### src/rtl/uart_pkg.sv
// -----------------------------------------------------------------------------
// uart_pkg
// Shared UART definitions used by uart_tx and the upcoming uart_rx.
//   UART_DATA_W          : width of one UART character
//   uart_data_t          : one UART character
//   ST_IDLE .. ST_STOP   : 3-bit transmitter/receiver frame states
//   PAR_NONE/ODD/EVEN    : parity mode selector values
//   parity_bit()         : parity bit for a character under a given mode
// -----------------------------------------------------------------------------
package uart_pkg;

    localparam int UART_DATA_W = 8;

    typedef logic [UART_DATA_W-1:0] uart_data_t;

    // Frame states, kept as plain constants so legacy code can compare raw values.
    localparam logic [2:0] ST_IDLE  = 3'd0;
    localparam logic [2:0] ST_ARM   = 3'd1;
    localparam logic [2:0] ST_START = 3'd2;
    localparam logic [2:0] ST_DATA  = 3'd3;
    localparam logic [2:0] ST_PAR   = 3'd4;
    localparam logic [2:0] ST_STOP  = 3'd5;

    localparam int PAR_NONE = 0;
    localparam int PAR_ODD  = 1;
    localparam int PAR_EVEN = 2;

    // Even parity is the XOR of the data bits; odd parity is its inverse.
    // Callers decide whether a parity bit is sent at all.
    function automatic logic parity_bit(input uart_data_t data, input int mode);
        return (mode == PAR_ODD) ? ~(^data) : (^data);
    endfunction

endpackage

### src/rtl/uart_tx_if.sv
// -----------------------------------------------------------------------------
// uart_tx_if
// Byte handshake between an upstream producer and the UART transmitter.
//   tx_data  : byte to send, sampled only on the accepting edge
//   tx_valid : producer has a byte on tx_data
//   tx_ready : transmitter can accept a byte this cycle
// Modports: master = producer side, slave = transmitter side.
// -----------------------------------------------------------------------------
interface uart_tx_if;
    import uart_pkg::*;

    uart_data_t tx_data;
    logic       tx_valid;
    logic       tx_ready;

    modport master (
        output tx_data,
        output tx_valid,
        input  tx_ready
    );

    modport slave (
        input  tx_data,
        input  tx_valid,
        output tx_ready
    );

endinterface

### src/rtl/uart_tx.sv
// -----------------------------------------------------------------------------
// uart_tx
// 8-bit UART transmitter. Accepts a byte over a valid/ready handshake and
// shifts it out LSB-first, one bit per baud_tick: start, 8 data bits,
// optional parity, then 1 or 2 stop bits.
// Parameters:
//   PARITY    : 0 none, 1 odd, 2 even (3 behaves as none)
//   STOP_BITS : 1 or 2 (anything else behaves as 1)
// Ports:
//   clk       : system clock
//   rst_n     : asynchronous active-low reset
//   baud_tick : one-clk pulse per bit period from the baud prescaler
//   bus       : slave side of the byte handshake (tx_data/tx_valid/tx_ready)
//   tx        : registered serial line, idle high
//   tx_busy   : high whenever a frame is pending or in flight
// -----------------------------------------------------------------------------
module uart_tx
    import uart_pkg::*;
#(
    parameter int PARITY    = 0,
    parameter int STOP_BITS = 1
) (
    input  logic      clk,
    input  logic      rst_n,
    input  logic      baud_tick,
    uart_tx_if.slave  bus,
    output logic      tx,
    output logic      tx_busy
);

    localparam logic PAR_EN    = (PARITY == PAR_ODD) || (PARITY == PAR_EVEN);
    // Value of the stop counter on the last stop tick.
    localparam logic STOP_LAST = (STOP_BITS == 2) ? 1'b1 : 1'b0;

    logic [2:0] state_q,    state_d;
    uart_data_t shift_q,    shift_d;
    logic       par_q,      par_d;
    logic [2:0] bit_cnt_q,  bit_cnt_d;
    logic       stop_cnt_q, stop_cnt_d;
    logic       tx_q,       tx_d;

    assign bus.tx_ready = (state_q == ST_IDLE);
    assign tx_busy      = (state_q != ST_IDLE);
    assign tx           = tx_q;

    always_comb begin
        // NOTE: every next-state signal gets a default first, so no path can infer a latch.
        state_d    = state_q;
        shift_d    = shift_q;
        par_d      = par_q;
        bit_cnt_d  = bit_cnt_q;
        stop_cnt_d = stop_cnt_q;
        tx_d       = tx_q;

        case (state_q)
            ST_IDLE: begin
                // baud_tick is deliberately ignored here: a tick on the accept
                // edge must not start the frame, ARM waits for the next one.
                if (bus.tx_valid) begin
                    shift_d = bus.tx_data;
                    par_d   = parity_bit(bus.tx_data, PARITY);
                    state_d = ST_ARM;
                end
            end

            ST_ARM: begin
                if (baud_tick) begin
                    tx_d       = 1'b0;
                    bit_cnt_d  = '0;
                    stop_cnt_d = 1'b0;
                    state_d    = ST_START;
                end
            end

            ST_START: begin
                if (baud_tick) begin
                    tx_d      = shift_q[0];
                    shift_d   = shift_q >> 1;
                    bit_cnt_d = '0;
                    state_d   = ST_DATA;
                end
            end

            ST_DATA: begin
                if (baud_tick) begin
                    if (bit_cnt_q < 3'd7) begin
                        tx_d      = shift_q[0];
                        shift_d   = shift_q >> 1;
                        bit_cnt_d = bit_cnt_q + 3'd1;
                    end else if (PAR_EN) begin
                        tx_d    = par_q;
                        state_d = ST_PAR;
                    end else begin
                        tx_d    = 1'b1;
                        state_d = ST_STOP;
                    end
                end
            end

            ST_PAR: begin
                if (baud_tick) begin
                    tx_d    = 1'b1;
                    state_d = ST_STOP;
                end
            end

            ST_STOP: begin
                // tx is already high; only count stop periods.
                if (baud_tick) begin
                    if (stop_cnt_q == STOP_LAST) begin
                        state_d = ST_IDLE;
                    end else begin
                        stop_cnt_d = 1'b1;
                    end
                end
            end

            default: begin
                tx_d    = 1'b1;
                state_d = ST_IDLE;
            end
        endcase
    end

    // NOTE: sequential state uses non-blocking assignments so every register
    // samples its _d value from the same edge.
    always_ff @(posedge clk or negedge rst_n) begin
        if (!rst_n) begin
            // NOTE: datapath registers are reset along with control, so an
            // aborted frame leaves no stale byte or parity behind.
            state_q    <= ST_IDLE;
            shift_q    <= '0;
            par_q      <= 1'b0;
            bit_cnt_q  <= '0;
            stop_cnt_q <= 1'b0;
            tx_q       <= 1'b1;
        end else begin
            state_q    <= state_d;
            shift_q    <= shift_d;
            par_q      <= par_d;
            bit_cnt_q  <= bit_cnt_d;
            stop_cnt_q <= stop_cnt_d;
            tx_q       <= tx_d;
        end
    end

endmodule

### src/flat_wrapper.sv
// flat-port wrapper written by rule: the top's interface ports become plain ports
module uart_tx_flat import uart_pkg::*;
#(
    parameter int PARITY    = 0,
    parameter int STOP_BITS = 1
)
  (clk, rst_n, baud_tick, tx, tx_busy, bus_tx_data, bus_tx_valid, bus_tx_ready);
  uart_tx_if bus_i ();
  input  logic clk;
  input  logic rst_n;
  input  logic baud_tick;
  output logic tx;
  output logic tx_busy;
  input wire logic [$bits(bus_i.tx_data)-1:0] bus_tx_data;
  input wire logic [$bits(bus_i.tx_valid)-1:0] bus_tx_valid;
  output wire logic [$bits(bus_i.tx_ready)-1:0] bus_tx_ready;
  assign bus_i.tx_data = bus_tx_data;
  assign bus_i.tx_valid = bus_tx_valid;
  assign bus_tx_ready = bus_i.tx_ready;
  uart_tx #(.PARITY(PARITY), .STOP_BITS(STOP_BITS)) u_core (.clk(clk), .rst_n(rst_n), .baud_tick(baud_tick), .bus(bus_i), .tx(tx), .tx_busy(tx_busy));
endmodule
### config.mk
export PLATFORM = sky130hd
export DESIGN_NAME = uart_tx_flat
export DESIGN_NICKNAME = d
export VERILOG_FILES = /design/src/rtl/uart_pkg.sv /design/src/rtl/uart_tx_if.sv /design/src/rtl/uart_tx.sv /design/src/flat_wrapper.sv
export SDC_FILE = /design/constraint.sdc
export NUM_CORES = 1
export LEC_CHECK = 0
export ABC_AREA = 1
export BUFFER_PORTS_ARGS = -buffer_cell sky130_fd_sc_hd__buf_4
export CORE_ASPECT_RATIO = 0.9
export CORE_UTILIZATION = 54
export CTS_CLUSTER_SIZE = 20
export DETAILED_ROUTE_END_ITERATION = 7
export GPL_TIMING_DRIVEN = 0
export PLACE_DENSITY = 0.77
export SLEW_MARGIN = 10
export SYNTH_ARGS = -nofsm -noshare
export SYNTH_HDL_FRONTEND = slang
export SYNTH_SLANG_ARGS = --single-unit
### constraint.sdc
create_clock -name clk -period 1.55 [get_ports clk]
set_input_delay 0.31 -clock clk [delete_from_list [all_inputs] [get_ports clk]]
set_output_delay 0.31 -clock clk [all_outputs]
set_load 0.005 [all_outputs]
Word-level counts from Yosys, hierarchy flattened
Cells that the tools add are included.
Storage, ports and cells
  register bits after elaboration: 16
  bits of input ports: 12
  logic and storage cells: 62
Cells by class
  add/subtract/negate cells: 1
  magnitude comparators: 1
  equal/unequal tests: 15
  mux-type cells: 27
  bitwise operators: 1
  reduce and logical (&&, ||, !) cells: 12
Operators by type and width (number)
  3-bit 2-to-1 mux: 11
  8-bit 2-to-1 mux: 4
  8-bit case mux with 3 select lines: 1
  3-bit case mux with 6 select lines: 1
  2-bit != test (second input constant): 8
  5-bit AND reduction: 2
  8-bit AND reduction: 1
  1-bit 2-to-1 mux: 7
  3-bit by 2-bit equality test with 1-bit output (second input constant): 2
  3-bit equality test (second input constant): 2
  3-bit case mux with 2 select lines: 1
  3-bit nonzero test: 2
  1-bit case mux with 5 select lines: 1
  2-bit by 1-bit != test with 1-bit output (second input constant): 2
  4-bit AND reduction: 1
  2-bit nonzero test: 2
  2-bit OR reduction: 2
  3-bit by 1-bit adder with 3-bit output (second input constant): 1
  3-bit by 1-bit equality test with 1-bit output (second input constant): 1
  3-bit zero test: 1
  3-bit < comparator (second input constant): 1
  3-bit AND reduction: 1
  1-bit case mux with 2 select lines: 1
  1-bit NOT: 1

Longest topological paths before layout
Gate-level depths: netlist (run 1).
  depth after elaboration: 4
  depth in mapped cells: 8
  gate-level depth less buffers: 7

Least setup slack after synthesis (run 1)
Ideal clock, no wire load.
  kind: reg2reg
  start: register u_core.state_q[0]
  end: register u_core.shift_q[0]
  arrival time: 1.214 ns
  data required time: 1.484 ns
  path slack: 0.270 ns
  stages on the path, launching flop included: 9
  path buffers: 1
  period minus slack after synthesis: 1.280 ns
  cells stage by stage: dfrtp_1 -> buf_6 -> nor2_1 -> nand2_1 -> nor2_1 -> inv_2 -> nand3_4 -> nand2_1 -> nand2_1
Between the ends
  word-level cells in the longest chain between the ends: 3
  elaborated cells on any way between the ends: 10
  classes of those cells: 6 x eq/ne; 1 x mux; 3 x reduce/logical
RTL lines
  start, declared: RTL line uart_tx.sv:35  | logic [2:0] state_q, state_d;
  start signal, assigned: RTL line uart_tx.sv:138  | state_q <= state_d;
  3-bit by 2-bit equality test with 1-bit output / 3-bit zero test (equally long branches): RTL line uart_tx.sv:55  | case (state_q)
  2-bit by 1-bit != test with 1-bit output (no source line) (tied with other cells)
  5-bit AND reduction (no source line)
  end signal, assigned: RTL line uart_tx.sv:139  | shift_q <= shift_d;
  end, declared: RTL line uart_tx.sv:36  | uart_data_t shift_q, shift_d;
Parallel ways exist; a longest one is shown, timed or not.
A chain may end at the register's enable or synchronous reset.

Worst setup path after layout (run 1)
  start: register u_core.state_q[0]
  end: output bus_tx_ready
Between the ends
  word-level cells in the longest chain between the ends: 1
RTL lines
  3-bit zero test: RTL line uart_tx.sv:42  | assign bus.tx_ready = (state_q == ST_IDLE);
  end, declared: RTL line flat_wrapper.sv:16  | output wire logic [$bits(bus_i.tx_ready)-1:0] bus_tx_ready;
Every way passes these cells.

==> results of run 1 <==
layout by cell type, fill, tap and decap left out, types with 2 or more instances in the layout:
| cell | instances |
|---|---|
| nand3_1 | 4 |
| o21ai_0 | 4 |
| inv_1 | 8 |
| nand2_4 | 2 |
| clkbuf_4 | 3 |
| nor2_4 | 2 |
| o21ai_1 | 2 |
| buf_4 | 16 |
| nand3_4 | 2 |
| nand2_2 | 2 |
| nor2_1 | 4 |
| nand2_1 | 61 |
| nand4_1 | 11 |
| dfrtp_1 | 13 |
| inv_2 | 2 |
| buf_6 | 3 |
how the worst max path moves through the flow:
stage / from / to / slack [ns] / depth (start not counted)
2_1_floorplan: u_core.state_q[0] / u_core.shift_q[0] / 0.27 / 8
6_report: u_core.state_q[0] / bus_tx_ready / 0.06 / 5
4_1_cts: u_core.state_q[0] / bus_tx_ready / 0.0008 / 5
3_3_place_gp: u_core.state_q[2] / u_core.shift_q[6] / 0.14 / 7
5_1_grt: u_core.state_q[0] / bus_tx_ready / 0.008 / 5
3_5_place_dp: u_core.state_q[1] / u_core.shift_q[2] / 0.11 / 7
where the power goes:
part / internal, mW / switching, mW
sequential: 0.571 / 0.117
clock: 0.0961 / 0.133
combinational: 0.512 / 0.757
sequential cells by signal (all words and copies together), names as in the netlist:
name and cells:
u_core.bit_cnt_q 3, u_core.state_q 3, u_core.shift_q 8, u_core.tx 1
metal layers:
metal,wire length [um],vias to the layer above,track usage,part of all wire
li1,-,458,-,-
met1,948,385,0.318,0.49
met5,0,-,0,0
met2,856,25,0.325,0.44
met3,88,5,0.0261,0.046
met4,39,0,0.124,0.020
cell families after synthesis:
group | synth area share
compound gates | 0.0537
xor+xnor | 0.00918
fa+ha+maj | 0.0131
buf+inv | 0.0813
flops | 0.395
simple gates | 0.448
layout make-up:
| class | instances | area share |
|---|---|---|
| Clock buffer | 3 | 0.0195 |
| Tap cell | 24 | 0.0260 |
| Timing Repair Buffer | 17 | 0.113 |
| Inverter | 11 | 0.0380 |
| Clock inverter | 1 | 0.00434 |
| Multi-Input combinational cell | 100 | 0.443 |
| Sequential cell | 15 | 0.328 |
| Buffer | 3 | 0.0293 |
through the flow:
step / hold slack, ns / std cells / util
2_1_floorplan: 0.0144 / 129 / -
3_3_place_gp: 0.174 / 167 / 0.655
3_5_place_dp: 0.176 / 167 / 0.655
4_1_cts: 0.338 / 172 / 0.677
5_1_grt: 0.360 / 174 / 0.693
6_report: 0.339 / 174 / 0.693
timing repair:
item,CTS,global route
buffers inserted,0,2
hold endpoints to repair,14,0
resized for setup,0,6
hold buffers,1,0
setup endpoints to repair,0,13
worst max-delay path, cell delays in order, from the launching register on:
cell,delay [ns]
dfrtp_1,0.40
buf_6,0.15
nor2_4,0.11
nand2_2,0.08
inv_1,0.06
buf_4,0.10
==> impl_metrics.yaml, run 1 <==
worst_hold_path:
  hold-path-cell-count: 3
  hold_class: "primary input to flop"
  hold_end: "u_core.bit_cnt_q[2]"
  hp-start: "baud_tick"
floorplan:
  fp.dieArea_um2: 1940
  rows: 14
  coreArea_um2: 1660
  die_x_um: 46.3
  fp.dieH_um: 41.9
  num_io_pins: 15
  start_util: 0.574
timing:
  setup_tns_ns: 0
  drv_slew: 0
  hold_viol: 0
  rsz0062_at_grt: "no"
  skew_ns: 0.00738
  setup_ws_ns: 0.0624
  worst_pin_slew_ns: 0.270
  setup_viol: 0
  min_period_ns: 1.49
  timing.final.crit_share: 0.960
  fmax_mhz: 672
  max_slew_margin: 0.819
synth:
  synth.distinct_cells: 22
  post_synth.cell_area_avg_um2: 7.40
  synth.most_common_cell: "nand2_1"
  synth_edf_count: 0
  seq_area_frac_synth: 0.394
  synth_top_cell_by_area: "dfrtp_1"
  async_reset_ff_frac: 1.00
  ys.warnings.count: 0
  yosysTopAreaCellShare: 0.367
  synthTopCellsByArea: "dfrtp_1 37%, nand2_1 24%, nand4_1 7.2%"
  syn_inst: 129
  syn-cell-area_um2: 955
  synth_common_cells: "62 x nand2_1, 14 x dfrtp_1, 11 x nand4_1"
  synthFlopType: "dfrtp_1"
  synth-seq-cells: 15
  syn-num-nets: 142
cells_and_area:
  drive_above_1_share: 0.253
  fin_area_um2: 1150
  diodes: 0
  fillers: 148
  syn2layout_area_growth_pct: 20.8
  seq_area_um2: 378
  layout.nets: 164
  multi_input_area_um2: 510
detailed_routing:
  wl_um: 1930
  first_pass_iters: 4
  route.detailed.drc: 0
  vias_per_cell: 5.02
  drt_iter0_drc: 28
  vias: 873
  postRouteAntennaNets: 0
  wl_per_cell_um: 11.1
grt:
  grt_max_degree: 16
  grt_use_total: 0.224
  grt_overflow_total: 0
  grt_pass1_wl_um: 3090
  grt_pass1_vias: 724
  antenna_found_initial: 0
clock_tree:
  cts.sinks: 15
  cts-buffers-inserted: 3
  clock_latency_ns: 0.29
  cts_root_buffer: "clkbuf_4"
  clockBufferDepth: 2
  cts.clk_slew.worst_paths_ns: 0.09
  cts_tree: "done"
  htree_levels: 1
placed_design:
  dpl.hpwl_um: 1350
  gp_congestion: 0.753
  postPlaceCellArea_um2: 1090
  place_ws_ns: 0.112
  portBuffers: 14
worst_setup_path:
  crit_type: "flop to primary output"
  r2r_end: "u_core.state_q[1]"
  arrival_ns: 1.18
  critPathMaxFanout: 8
  r2r_setup_slack_ns: 0.14
  start_kind: "flop"
  required_ns: 1.24
  r2r-start: "u_core.state_q[0]"
  crit_path_end_kind: "primary output"
  r2r_cells: 7
power_and_ir_drop:
  power_density_nw_per_um2: 1890
  peakVddDrop_mv: 1.20
  fin_total_pwr_mw: 2.19
  p_leak_nw: 0.623
outcome:
  status: "finished, final reports clean"
job:
  maxCapViolations: 0
Power figures use the tool's default switching activity.
==> run 2: changes to the inputs <==
Settings changed: RECOVER_POWER set to 25.
Clock period 1.55 ns to 1.67 ns, I/O delays scaled along.
==> run 2 against run 1 <==
Sequential power shrank 8.1%. Clock power down 7%. Via count up 0.34%. Die area is the same. Critical path type unchanged. Largest power group unchanged.
==> impl_metrics.yaml, run 2 (same netlist as run 1, synthesis figures left out) <==
outcome:
  status: "finished, final reports clean"
timing:
  fmax_mhz: 644
  hold_viol: 0
  rsz0062_at_grt: "no"
  max_slew_margin: 0.466
  drv_slew: 0
  skew_ns: 0.00915
  worst_pin_slew_ns: 0.801
  min_period_ns: 1.55
  setup_viol: 0
  setup_tns_ns: 0
  setup_ws_ns: 0.117
  timing.final.crit_share: 0.930
cells_and_area:
  reg.largest.list: "u_core.shift_q x8, u_core.bit_cnt_q x3, u_core.state_q x3"
  fin_area_um2: 1130
  drive_above_1_share: 0.216
  layoutNonFillerInstCount: 172
  layout.cells.most_common: "nand2_1"
  largest_reg_flops: 8
  diodes: 0
  top_register: "u_core.shift_q"
  final_cell_mix: "62 x nand2_1, 14 x dfrtp_1, 13 x buf_4"
  layout.nets: 162
  syn2layout_area_growth_pct: 18.0
detailed_routing:
  first_pass_iters: 4
  drt_iter0_drc: 22
  dr_wl_met3_um: 80
  wl_per_cell_um: 10.9
  wl_um: 1880
  route.detailed.drc: 0
  vias_per_cell: 5.09
  postRouteAntennaNets: 0
  top_layer_used: "met4"
  wl_met2_um: 804
  vias: 876
  routedLengthMet1_um: 953
power_and_ir_drop:
  power_density_nw_per_um2: 1730
  peakVddDrop_mv: 1.06
  p_leak_nw: 0.610
  fin_total_pwr_mw: 1.95
worst_setup_path:
  path_buf_inv: 3
  path_cells: "buf_6 -> nor2_2 -> nand2_1 -> inv_1 -> buf_4"
  slowest_stage: "dfrtp_1"
  start_kind: "flop"
  crit_family: "flip-flops"
  max_stage_delay_ns: 0.39
  required_ns: 1.34
  arrival_ns: 1.22
  crit_type: "flop to primary output"
  crit_path_end_kind: "primary output"
  critPathMaxFanout: 8
placed_design:
  postPlaceCellArea_um2: 1090
  portBuffers: 14
  dp.cells: 167
  gp_congestion: 0.753
  place_ws_ns: 0.232
  dpl.hpwl_um: 1350
clock_tree:
  cts_root_buffer: "clkbuf_4"
  cts-buffers-inserted: 3
  htree_levels: 1
  clock_latency_ns: 0.29
  cts.clk_slew.worst_paths_ns: 0.08
  cts.sinks: 15
  cts_tree: "done"
  clockBufferDepth: 2
floorplan:
  rows: 14
  fp.dieArea_um2: 1940
  die_x_um: 46.3
  start_util: 0.574
  num_io_pins: 15
  coreArea_um2: 1660
  fp.dieH_um: 41.9
grt:
  grt_pass1_vias: 724
  antenna_found_initial: 0
  grt_use_total: 0.224
  grt_overflow_total: 0
  grt_max_degree: 16
  grt_pass1_wl_um: 3090
worst_hold_path:
  hold_class: "primary input to flop"
job:
  maxCapViolations: 0
## run 2: changes by cell type in the layout (fill, tap and decap cells not counted), sizes merged
cell / change
clkbuf: +1
buf: -3
## run 2: timing repair
| item | 4_1_cts | 5_1_grt |
|---|---|---|
| hold buffers | 1 | 0 |
| setup endpoints to repair | 0 | 1 |
| setup buffers | 0 | 0 |
| hold endpoints to repair | 14 | 0 |
| resized for setup | 0 | 1 |
## run 2: through the flow
stage,util,hold WS (ns)
2_1_floorplan,-,0.0384
3_3_place_gp,0.655,0.198
3_5_place_dp,0.655,0.200
4_1_cts,0.677,0.362
5_1_grt,0.677,0.384
6_report,0.677,0.363
## run 2: metal layers
| layer | vias to the layer above | track usage |
|---|---|---|
| met5 | - | 0 |
| met4 | 0 | 0.124 |
| met3 | 5 | 0.0261 |
| met2 | 27 | 0.325 |
| met1 | 391 | 0.318 |
| li1 | 453 | - |
## run 2: path summary, 6_finish.rpt
check | start | slack [ns] | cells past startpoint | to
max | u_core.state_q[0] | 0.12 | 5 | bus_tx_ready
min | baud_tick | 0.36 | 3 | u_core.bit_cnt_q[2]
max in group asynchronous | rst_n | 0.53 | 2 | u_core.bit_cnt_q[1]
max reg2reg | u_core.state_q[1] | 0.18 | 7 | u_core.shift_q[2]
min reg2reg | u_core.tx | 0.47 | 2 | u_core.tx
min in group asynchronous | rst_n | 0.64 | 2 | u_core.shift_q[0]
## run 2: worst register-to-register path, stage by stage (launching register included)
cell,delay [ns]
dfrtp_1,0.51
inv_1,0.10
nand2_1,0.10
nand2_1,0.09
a21oi_4,0.28
nand3_4,0.17
nand2_1,0.09
nand2_1,0.05
## run 2: final cells by class
| cell class | count | area (um^2) |
|---|---|---|
| buffer | 3 | 33.8 |
| clock buffer | 3 | 22.5 |
| clock inverter | 1 | 5.00 |
| fill | 151 | 538 |
| inverter | 11 | 43.8 |
| multi-input combinational | 100 | 503 |
| sequential | 15 | 377 |
| tap | 24 | 30.0 |
| timing repair buffer | 15 | 111 |
## run 2: report_power, final
part | internal [mW] | leakage, nW | switching, mW | total [mW]
sequential | 0.527 | 0.190 | 0.104 | 0.632
combinational | 0.423 | 0.402 | 0.684 | 1.11
clock | 0.0892 | 0.0177 | 0.123 | 0.213
total | 1.04 | 0.610 | 0.912 | 1.95
